## config.mk

```make
export PLATFORM = sky130hd
export DESIGN_NAME = capture_sequencer
export DESIGN_NICKNAME = d
export VERILOG_FILES = /design/src/rtl/dsp_ctrl_pkg.sv /design/src/rtl/edge_sync.sv /design/src/rtl/capture_sequencer.sv
export SDC_FILE = /design/constraint.sdc
export NUM_CORES = 1
export LEC_CHECK = 0
export CAP_MARGIN = 0
export CORE_MARGIN = 4
export CORE_UTILIZATION = 63
export DETAILED_ROUTE_END_ITERATION = 12
export DONT_BUFFER_PORTS = 1
export GPL_ROUTABILITY_DRIVEN = 0
export PLACE_DENSITY = 0.87
export SYNTH_ARGS = -nofsm -noshare
export SYNTH_HDL_FRONTEND = slang
export SYNTH_SLANG_ARGS = --single-unit
export TNS_END_PERCENT = 5
```

## constraint.sdc

```tcl
create_clock -name sys_clk -period 2.05 [get_ports sys_clk]
set_clock_uncertainty 0.05 [all_clocks]
set_input_delay 0.3075 -clock sys_clk [delete_from_list [all_inputs] [get_ports sys_clk]]
set_output_delay 0.3075 -clock sys_clk [all_outputs]
set_load 0.01 [all_outputs]
```

## src/rtl/dsp_ctrl_pkg.sv

```systemverilog
// Shared definitions for the capture/readout controller.
//   SAMPLE_W     : width of one filtered sample from the waveform buffer
//   HEADER_BYTE  : first byte of every readout frame
//   seq_state_t  : sequencer state encoding
package dsp_ctrl_pkg;

   localparam int         SAMPLE_W    = 14;
   localparam logic [7:0] HEADER_BYTE = 8'hA5;

   typedef enum logic [2:0] {
      ST_WARMUP,
      ST_IDLE,
      ST_ARMED,
      ST_CAPTURE,
      ST_SEND_HDR,
      ST_SEND_HI,
      ST_SEND_LO,
      ST_HOLDOFF
   } seq_state_t;

endpackage

```

## src/rtl/edge_sync.sv

```systemverilog
// Two-flop synchronizer followed by a rising-edge detector for an
// asynchronous trigger line.
//   clk  : sampling clock
//   rst  : asynchronous active-high reset, clears all flops
//   din  : raw asynchronous input
//   rise : one-cycle pulse on a synchronized 0->1 transition
module edge_sync (
   input  logic clk,
   input  logic rst,
   input  logic din,
   output logic rise
);

   logic sync_p0;
   logic sync_p1;
   logic prev_p2;

   always_ff @(posedge clk or posedge rst) begin
      if (rst) begin
         sync_p0 <= 1'b0;
         sync_p1 <= 1'b0;
         prev_p2 <= 1'b0;
      end else begin
         // stage 0/1: metastability filter; stage 2: delayed copy for edge detect
         sync_p0 <= din;
         sync_p1 <= sync_p0;
         prev_p2 <= sync_p1;
      end
   end

   assign rise = sync_p1 & ~prev_p2;

endmodule

```

## src/rtl/capture_sequencer.sv

```systemverilog
// Arms on request, waits for a trigger edge, runs a fixed-length capture
// window and then streams the captured samples to a UART as a framed byte
// sequence: header, then high byte / low byte per sample.
//   sys_clk         : single clock, rising edge
//   reset           : asynchronous active-high reset
//   arm             : one-cycle request to arm (honoured in IDLE only)
//   trigger_in      : raw asynchronous trigger
//   sample_data     : sample at sample_index, valid combinationally
//   tx_ready        : UART can accept a byte
//   capture_trigger : one-cycle pulse starting the waveform buffer capture
//   sample_index    : waveform buffer read address
//   tx_data/tx_valid: byte stream to the UART (valid/ready handshake)
//   busy            : high in every state except IDLE
//   done            : one-cycle pulse after the last byte of a frame
module capture_sequencer
   import dsp_ctrl_pkg::*;
#(
   parameter int NUM_SAMPLES = 1000,
   parameter int FIR_LATENCY = 64,
   parameter int HOLDOFF     = 1000
) (
   input  logic                sys_clk,
   input  logic                reset,
   input  logic                arm,
   input  logic                trigger_in,
   input  logic [SAMPLE_W-1:0] sample_data,
   input  logic                tx_ready,
   output logic                capture_trigger,
   output logic [9:0]          sample_index,
   output logic [7:0]          tx_data,
   output logic                tx_valid,
   output logic                busy,
   output logic                done
);

   localparam int IDX_W  = (NUM_SAMPLES > 1) ? $clog2(NUM_SAMPLES) : 1;
   localparam int WARM_W = (FIR_LATENCY > 1) ? $clog2(FIR_LATENCY) : 1;
   localparam int HOLD_W = (HOLDOFF > 1)     ? $clog2(HOLDOFF)     : 1;

   localparam logic [IDX_W-1:0]  IDX_LAST  = IDX_W'(NUM_SAMPLES - 1);
   localparam logic [WARM_W-1:0] WARM_LAST = WARM_W'(FIR_LATENCY - 1);
   localparam logic [HOLD_W-1:0] HOLD_LAST = HOLD_W'(HOLDOFF - 1);

   function automatic logic [7:0] hi_byte(input logic [SAMPLE_W-1:0] s);
      return {2'b00, s[SAMPLE_W-1:8]};
   endfunction

   function automatic logic [7:0] lo_byte(input logic [SAMPLE_W-1:0] s);
      return s[7:0];
   endfunction

   seq_state_t        state, state_nxt;
   logic [WARM_W-1:0] warm_cnt, warm_cnt_nxt;
   logic [IDX_W-1:0]  cap_cnt, cap_cnt_nxt;
   logic [HOLD_W-1:0] hold_cnt, hold_cnt_nxt;
   logic [IDX_W-1:0]  idx, idx_nxt;
   logic [7:0]        tx_data_nxt;
   logic              tx_valid_nxt;
   logic              cap_trig_nxt;
   logic              done_nxt;
   logic              busy_nxt;
   logic              trig_rise;
   logic              xfer;

   edge_sync u_edge_sync (
      .clk  (sys_clk),
      .rst  (reset),
      .din  (trigger_in),
      .rise (trig_rise)
   );

   assign xfer = tx_valid & tx_ready;

   always_ff @(posedge sys_clk or posedge reset) begin
      if (reset) begin
         state           <= ST_WARMUP;
         warm_cnt        <= '0;
         cap_cnt         <= '0;
         hold_cnt        <= '0;
         idx             <= '0;
         tx_data         <= '0;
         tx_valid        <= 1'b0;
         capture_trigger <= 1'b0;
         done            <= 1'b0;
         busy            <= 1'b0;
      end else begin
         state           <= state_nxt;
         warm_cnt        <= warm_cnt_nxt;
         cap_cnt         <= cap_cnt_nxt;
         hold_cnt        <= hold_cnt_nxt;
         idx             <= idx_nxt;
         tx_data         <= tx_data_nxt;
         tx_valid        <= tx_valid_nxt;
         capture_trigger <= cap_trig_nxt;
         done            <= done_nxt;
         busy            <= busy_nxt;
      end
   end

   always_comb begin
      state_nxt    = state;
      warm_cnt_nxt = warm_cnt;
      cap_cnt_nxt  = cap_cnt;
      hold_cnt_nxt = hold_cnt;
      idx_nxt      = idx;
      tx_data_nxt  = tx_data;
      cap_trig_nxt = 1'b0;
      done_nxt     = 1'b0;

      case (state)
         ST_WARMUP: begin
            if (warm_cnt == WARM_LAST) begin
               warm_cnt_nxt = '0;
               state_nxt    = ST_IDLE;
            end else begin
               warm_cnt_nxt = warm_cnt + 1'b1;
            end
         end
         ST_IDLE: begin
            if (arm) state_nxt = ST_ARMED;
         end
         ST_ARMED: begin
            if (trig_rise) begin
               cap_trig_nxt = 1'b1;
               cap_cnt_nxt  = '0;
               state_nxt    = ST_CAPTURE;
            end
         end
         ST_CAPTURE: begin
            // the capture_trigger cycle is count 0
            if (cap_cnt == IDX_LAST) begin
               cap_cnt_nxt = '0;
               idx_nxt     = '0;
               tx_data_nxt = HEADER_BYTE;
               state_nxt   = ST_SEND_HDR;
            end else begin
               cap_cnt_nxt = cap_cnt + 1'b1;
            end
         end
         ST_SEND_HDR: begin
            if (xfer) begin
               tx_data_nxt = hi_byte(sample_data);
               state_nxt   = ST_SEND_HI;
            end
         end
         ST_SEND_HI: begin
            if (xfer) begin
               tx_data_nxt = lo_byte(sample_data);
               state_nxt   = ST_SEND_LO;
            end
         end
         ST_SEND_LO: begin
            if (xfer) begin
               if (idx == IDX_LAST) begin
                  idx_nxt      = '0;
                  done_nxt     = 1'b1;
                  hold_cnt_nxt = '0;
                  state_nxt    = ST_HOLDOFF;
               end else begin
                  // sample_index already presents idx+1 during this transfer
                  idx_nxt     = idx + 1'b1;
                  tx_data_nxt = hi_byte(sample_data);
                  state_nxt   = ST_SEND_HI;
               end
            end
         end
         ST_HOLDOFF: begin
            if (hold_cnt == HOLD_LAST) begin
               hold_cnt_nxt = '0;
               state_nxt    = ST_IDLE;
            end else begin
               hold_cnt_nxt = hold_cnt + 1'b1;
            end
         end
         default: state_nxt = ST_WARMUP;
      endcase

      tx_valid_nxt = (state_nxt == ST_SEND_HDR) || (state_nxt == ST_SEND_HI) ||
                     (state_nxt == ST_SEND_LO);
      busy_nxt     = (state_nxt != ST_IDLE);
   end

   // Read address decode. The registered tx_data needs the next sample's
   // high byte at the edge that completes a low-byte transfer, so the
   // address looks one sample ahead during exactly that cycle.
   always_comb begin
      sample_index = '0;
      if ((state == ST_SEND_HDR) || (state == ST_SEND_HI)) begin
         sample_index = 10'(idx);
      end else if (state == ST_SEND_LO) begin
         if (xfer && (idx != IDX_LAST)) sample_index = 10'(idx + 1'b1);
         else                           sample_index = 10'(idx);
      end
   end

endmodule

```

# [Word-level counts from Yosys, hierarchy flattened]
# Cells that the tools add are included.
[op_classes] bitwise=3 n_mux=36 n_reduce_logical=13 n_addsub=4 eq_ne=23
[op_table] op="two-way mux 10 bit" count=11
[op_table] op="case mux 10 bit (2 select lines)" count=3
[op_table] op="two-way mux 8 bit" count=5
[op_table] op="case mux 8 bit (4 select lines)" count=1
[op_table] op="adder 10 x 1 -> 10 bit (second input constant)" count=3
[op_table] op="== test 10 bit (second input constant)" count=3
[op_table] op="two-way mux 3 bit" count=8
[op_table] op="case mux 3 bit (8 select lines)" count=1
[op_table] op="== test 3 bit (second input constant)" count=7
[op_table] op="inequality test 2 bit (second input constant)" count=7
[op_table] op="inequality test 10 bit (second input constant)" count=1
[op_table] op="adder 6 x 1 -> 6 bit (second input constant)" count=1
[op_table] op="== test 3 x 2 -> 1 bit (second input constant)" count=2
[op_table] op="== test 6 bit (second input constant)" count=1
[op_table] op="two-way mux 6 bit" count=1
[op_table] op="AND reduction 3 bit" count=2
[op_table] op="AND reduction 6 bit" count=1
[op_table] op="nonzero test 2 bit" count=3
[op_table] op="two-way mux 1 bit" count=5
[op_table] op="nonzero test 4 bit" count=1
[op_table] op="== test 3 x 1 -> 1 bit (second input constant)" count=1
[op_table] op="logical NOT 3 bit" count=1
[op_table] op="logical OR 1 bit" count=3
[op_table] op="inequality test 3 x 1 -> 1 bit (second input constant)" count=1
[op_table] op="5 further kinds" count=6
[totals] out_inout_bits=22 input_bits=19 wordCells=92 reg_bits=54

# [Longest topological paths before layout]
[logic_depth] depth_word=7 depth_mapped=7

# [Hierarchy]
# Synthesis repeated with hierarchy kept, for this count alone.
[hier_totals] cells_unflattened=334 area_unflattened_um2=3270.6
[modules_own_cells] mod="capture_sequencer" area_each_um2=3178.0 cells_each=329 seq_area_each_um2=1276.2 n_inst=1
[modules_own_cells] mod="edge_sync" area_each_um2=92.6 cells_each=5 seq_area_each_um2=75.1 n_inst=1

# [Least setup slack after synthesis]
# OpenSTA, ideal clock, no wires.
[synth_path] path_kind="flip-flop to output port" from="register idx[0]" to="output port sample_index[6]" stages_incl_launch_ff=6 setup_slack_ps=64 path_buffers=0 required_time_ps=1692 t_arrival_ps=1628 path_cell_list="dfrtp_1 > ha_1 > nand3_1 > or2_2 > and4_1 > a211o_1"
[synth_between] elab_chain_len=5
[synth_rtl] element="start: declaration" line_no="capture_sequencer.sv:56" source="logic [IDX_W-1:0] idx, idx_nxt;"
[synth_rtl] element="start signal: assignment" line_no="capture_sequencer.sv:91" source="idx <= idx_nxt;"
[synth_rtl] element="branches (longest 2 deep; another with adder 10 x 1 -> 10 bit)"
[synth_rtl] element="two-way mux 10 bit (*)" line_no="capture_sequencer.sv:191" source="if (xfer && (idx != IDX_LAST)) sample_index = 10'(idx + 1'b1);"
[synth_rtl] element="two-way mux 10 bit (*)" line_no="capture_sequencer.sv:190" source="end else if (state == ST_SEND_LO) begin"
[synth_rtl] element="two-way mux 10 bit (*)" line_no="capture_sequencer.sv:188" source="if ((state == ST_SEND_HDR) || (state == ST_SEND_HI)) begin"
[synth_rtl] element="end: declaration" line_no="capture_sequencer.sv:29" source="output logic [9:0] sample_index,"
# Mark *: on every way between the ends.

# [Worst setup path after layout]
[layout_path] from="register idx[3]" to="output port sample_index[9]"
# The elaborated chain is that of the path after synthesis.

==> impl_metrics.toml <==
[outcome]
outcome = "finished with violations"
violations_in_the_final_reports = "setup timing"

[global_routing]
grt_ovf = 0
largest_net_degree_at_the_start_of_global_routing = 49
grt_antenna_before_repair = 0
grt.total_usage_pct = 26.9
first_pass_grt_wire_length_um = 13200
number_of_global_route_vias_before_repair = 2854

[timing]
finalCritPeriodShare_pct = 107
fmaxAchievable_ghz = 0.455
finalSetupViolations = 9
rsz_0062_raised_after_global_routing = "yes"
max-slew-margin-rel_pct = 65.5
worst-slew-pin-transition_ns = 0.515
final_hold_viol_count = 0
report.final.slew_viol_count = 0
period_minus_slack_ns = 2.20
setup_slack_ns = -0.149

[worst_setup_path]
worstSetupEndpointType = "output pin"
worstReg2RegEnd = "hold_cnt[9]"
crit_arrival_ns = 1.84
timing.reg2reg.worst_path_depth = 6
timing.critical_path.required_ns = 1.69
setup.worst_path.class = "register to output pin"
path_depth = 4
cp_slowest_stage_delay_ns = 0.39
cpLargestDelayFamily = "simple AND/OR/NAND/NOR gates"
rrSetupSlack_ns = 0.08
path_buf_inv = 0
worstPathMaxFanout = 6
timing.rr.start = "state[2]"
timing.critical_path.from_type = "register"
crit_path_cell_trace = "and4bb_4 -> and3_4 -> o31ai_4 -> o211ai_1"
critPathSlowestCell = "sky130_fd_sc_hd__and4bb_4"

[synthesis]
synth.yosys.warnings = 0
number_of_enable_type_register_cells_in_the_synthesized_netlist = 0
syn_inst = 317
ys_seq_area_share_pct = 43.7
synth.ff_latch_count = 54
synthesis.area_mm2 = 0.00309
synth_cell_type_count = 58
synth_area_per_cell_um2 = 9.75
async_flop_share_pct = 100
synth_ff_type = "sky130_fd_sc_hd__dfrtp_1"
syn_nets = 340

[finish]
antenna_cells_inserted = 0
most-common-layout-cells = "sky130_fd_sc_hd__dfrtp_1, sky130_fd_sc_hd__buf_4, sky130_fd_sc_hd__nand2_1, sky130_fd_sc_hd__nand3_1, sky130_fd_sc_hd__and3_1"
layout.cells.most_common = "sky130_fd_sc_hd__dfrtp_1"
finalNetCount = 370
post_route_cells_drive_above_1_share_pct = 27.3
area_growth_from_synthesis_to_final_layout_pct = 19.1

[route]
drt-total-wl_um = 8250
first_iter_violations = 325
dr_total_vias = 2871
wl_per_cell_um = 19.9
remaining_drc_errors = 0
ant_nets = 0
first_pass_iters = 4
viasPerCell = 6.92

[clock_network]
clock_latency_ns = 0.31
clk_path_buf_depth = 2
numCtsBuffers = 5
clkTransAtPathRegs_ns = 0.09
clockRootBuffer = "sky130_fd_sc_hd__clkbuf_8"
ctsHtreeMaxLevel = 2
cts_tree = "built"
clkSinkCount = 54

[die]
start_util_pct = 65.4
die_width_um = 78.0
placement_rows = 25
floorplan.die_area_mm2 = 0.00609
die_height_um = 78.0
num_io_pins = 41
core_area_mm2 = 0.00472

[power_and_ir_drop]
net-switching-power_uw = 967
clk_pwr_share_pct = 22.4
p_int_mw = 1.82
post-layout-total-power_mw = 2.79
static-leakage-power_nw = 1.63
seq_power_share_pct = 46.7
p_sw_share_pct = 34.7
maximum_vdd_drop_mv = 0.715
power.density_cell_area_mw_per_mm2 = 757
logic_pwr_share_pct = 31.0

[min_path]
hold_end = "tx_data[2]"
timing.hold.worst_path_depth = 3
worstHoldPathType = "input port to register"
min_delay_src = "sample_data[10]"

[place]
port_buffers = 0
dp_hpwl_um = 5190
detailedPlace.worstSlack_ns = 0.0725

[job]
max_cap_viol_count = 0
stage by stage:
step / area (um2) / TNS, ns / hold slack [ns] / utilization, % / instances
after global routing: 3680 / -1.06 / 0.245 / 77.9 / 415
final: 3680 / -0.482 / 0.226 / 77.9 / 415
after global placement: 3310 / 0 / 0.0571 / 70.1 / 399
after detailed placement: 3310 / 0 / 0.0547 / 70.1 / 399
after CTS: 3600 / -0.295 / 0.213 / 76.2 / 415
after floorplan: 3090 / 0 / 0.281 / - / 317
how the worst max path moves through the flow:
stage | end | startpoint | slack (ns)
floorplan | sample_index[6] | idx[0] | 0.06
global placement | sample_index[5] | state[1] | 0.09
detailed placement | sample_index[0] | idx[0] | 0.07
CTS | sample_index[9] | idx[4] | -0.06
global route | sample_index[9] | idx[1] | -0.18
finish | sample_index[9] | idx[3] | -0.15
synth_stat cells, types with 2 or more instances:
library cell               number  area, um2
sky130_fd_sc_hd__a211o_1        7       61.3
sky130_fd_sc_hd__a211o_2        5       50.1
sky130_fd_sc_hd__a21boi_0       2       15.0
sky130_fd_sc_hd__a21o_1         2       15.0
sky130_fd_sc_hd__a21oi_1       12       60.1
sky130_fd_sc_hd__a22o_1         6       52.6
sky130_fd_sc_hd__a22o_2         3       30.0
sky130_fd_sc_hd__a22oi_1        4       30.0
sky130_fd_sc_hd__a31o_2         2       17.5
sky130_fd_sc_hd__a31oi_1        9       56.3
sky130_fd_sc_hd__and2_1         6       37.5
sky130_fd_sc_hd__and3_1        17        106
sky130_fd_sc_hd__and4_1         3       26.3
sky130_fd_sc_hd__buf_2          3       15.0
sky130_fd_sc_hd__buf_6          4       45.0
sky130_fd_sc_hd__clkbuf_1       4       15.0
sky130_fd_sc_hd__dfrtp_1       54       1350
sky130_fd_sc_hd__ha_1           4       50.1
sky130_fd_sc_hd__inv_1          7       26.3
sky130_fd_sc_hd__mux2_2         9        101
sky130_fd_sc_hd__mux2i_1        2       20.0
sky130_fd_sc_hd__nand2_1       26       97.6
sky130_fd_sc_hd__nand2b_1       3       18.8
sky130_fd_sc_hd__nand3_1       23        115
sky130_fd_sc_hd__nand4_1        8       50.1
sky130_fd_sc_hd__nand4b_1       3       26.3
sky130_fd_sc_hd__nor2_1         9       33.8
sky130_fd_sc_hd__nor2b_1        7       43.8
sky130_fd_sc_hd__nor3_1        14       70.1
sky130_fd_sc_hd__nor4_1         3       18.8
sky130_fd_sc_hd__o211ai_1       4       30.0
sky130_fd_sc_hd__o21a_1         2       15.0
sky130_fd_sc_hd__o21ai_0       14       70.1
sky130_fd_sc_hd__o22ai_1        3       18.8
sky130_fd_sc_hd__or2_2          3       18.8
sky130_fd_sc_hd__or3_1          3       18.8
sky130_fd_sc_hd__xnor2_1        6       52.6
flip-flops by register name, indices dropped and copies added, names as in the netlist, 3 cells and up:
register  count
idx          10
tx_data       8
cap_cnt      10
state         3
warm_cnt      6
hold_cnt     10
tightest hold or removal path, delay by kind of cell:
kind,cells,cell delay [ns]
mux,1,0.13
simple gates,1,0.06
compound gates,1,0.05
power groups by stage:
stage                     Clock (mW)  Combinational (mW)  Sequential [mW]
after floorplan                    0               0.643             1.28
after CTS                      0.627               0.855             1.29
after global routing           0.661               0.973             1.31
after global placement             0               0.793             1.30
after detailed placement           0               0.834             1.31
final                          0.623               0.863             1.30
layout make-up:
type | instances | area, um2
Multi-Input combinational cell | 244 | 1840
Sequential cell | 54 | 1350
Fill cell | 284 | 1040
Timing Repair Buffer | 35 | 284
Clock buffer | 7 | 86.3
Tap cell | 67 | 83.8
Inverter | 7 | 26.3
Clock inverter | 1 | 5.00
per-layer routing:
metal / up-vias / wire length, um / track usage [%]
met3: 38 / 718 / 5.50
met4: 0 / 358 / 10.5
met2: 164 / 3960 / 44.9
met1: 1397 / 3210 / 34.5
li1: 1272 / - / -
met5: - / 0 / 0
cell families (layout without fill, tap and decap cells):
logic type / after synthesis / after routing / synth area share, %
AO/OA/AOI/OAI: 85 / 85 / 20.4
XOR/XNOR: 6 / 6 / 1.70
adder cells (fa/ha/maj): 4 / 4 / 1.62
buffers and inverters: 20 / 50 / 3.68
flip-flops: 54 / 54 / 43.7
multiplexers: 11 / 11 / 3.93
AND/OR/NAND/NOR: 137 / 138 / 24.9
repair_timing:
action                     4_1_cts  5_1_grt
hold buffers                     2        0
pin swaps                       15       12
gates resized for setup         31       15
gates cloned                     1        0
hold endpoints to repair         7        0
buffers inserted                 6        0
setup endpoints to repair       10       12
(Power assumes the default switching activity.)
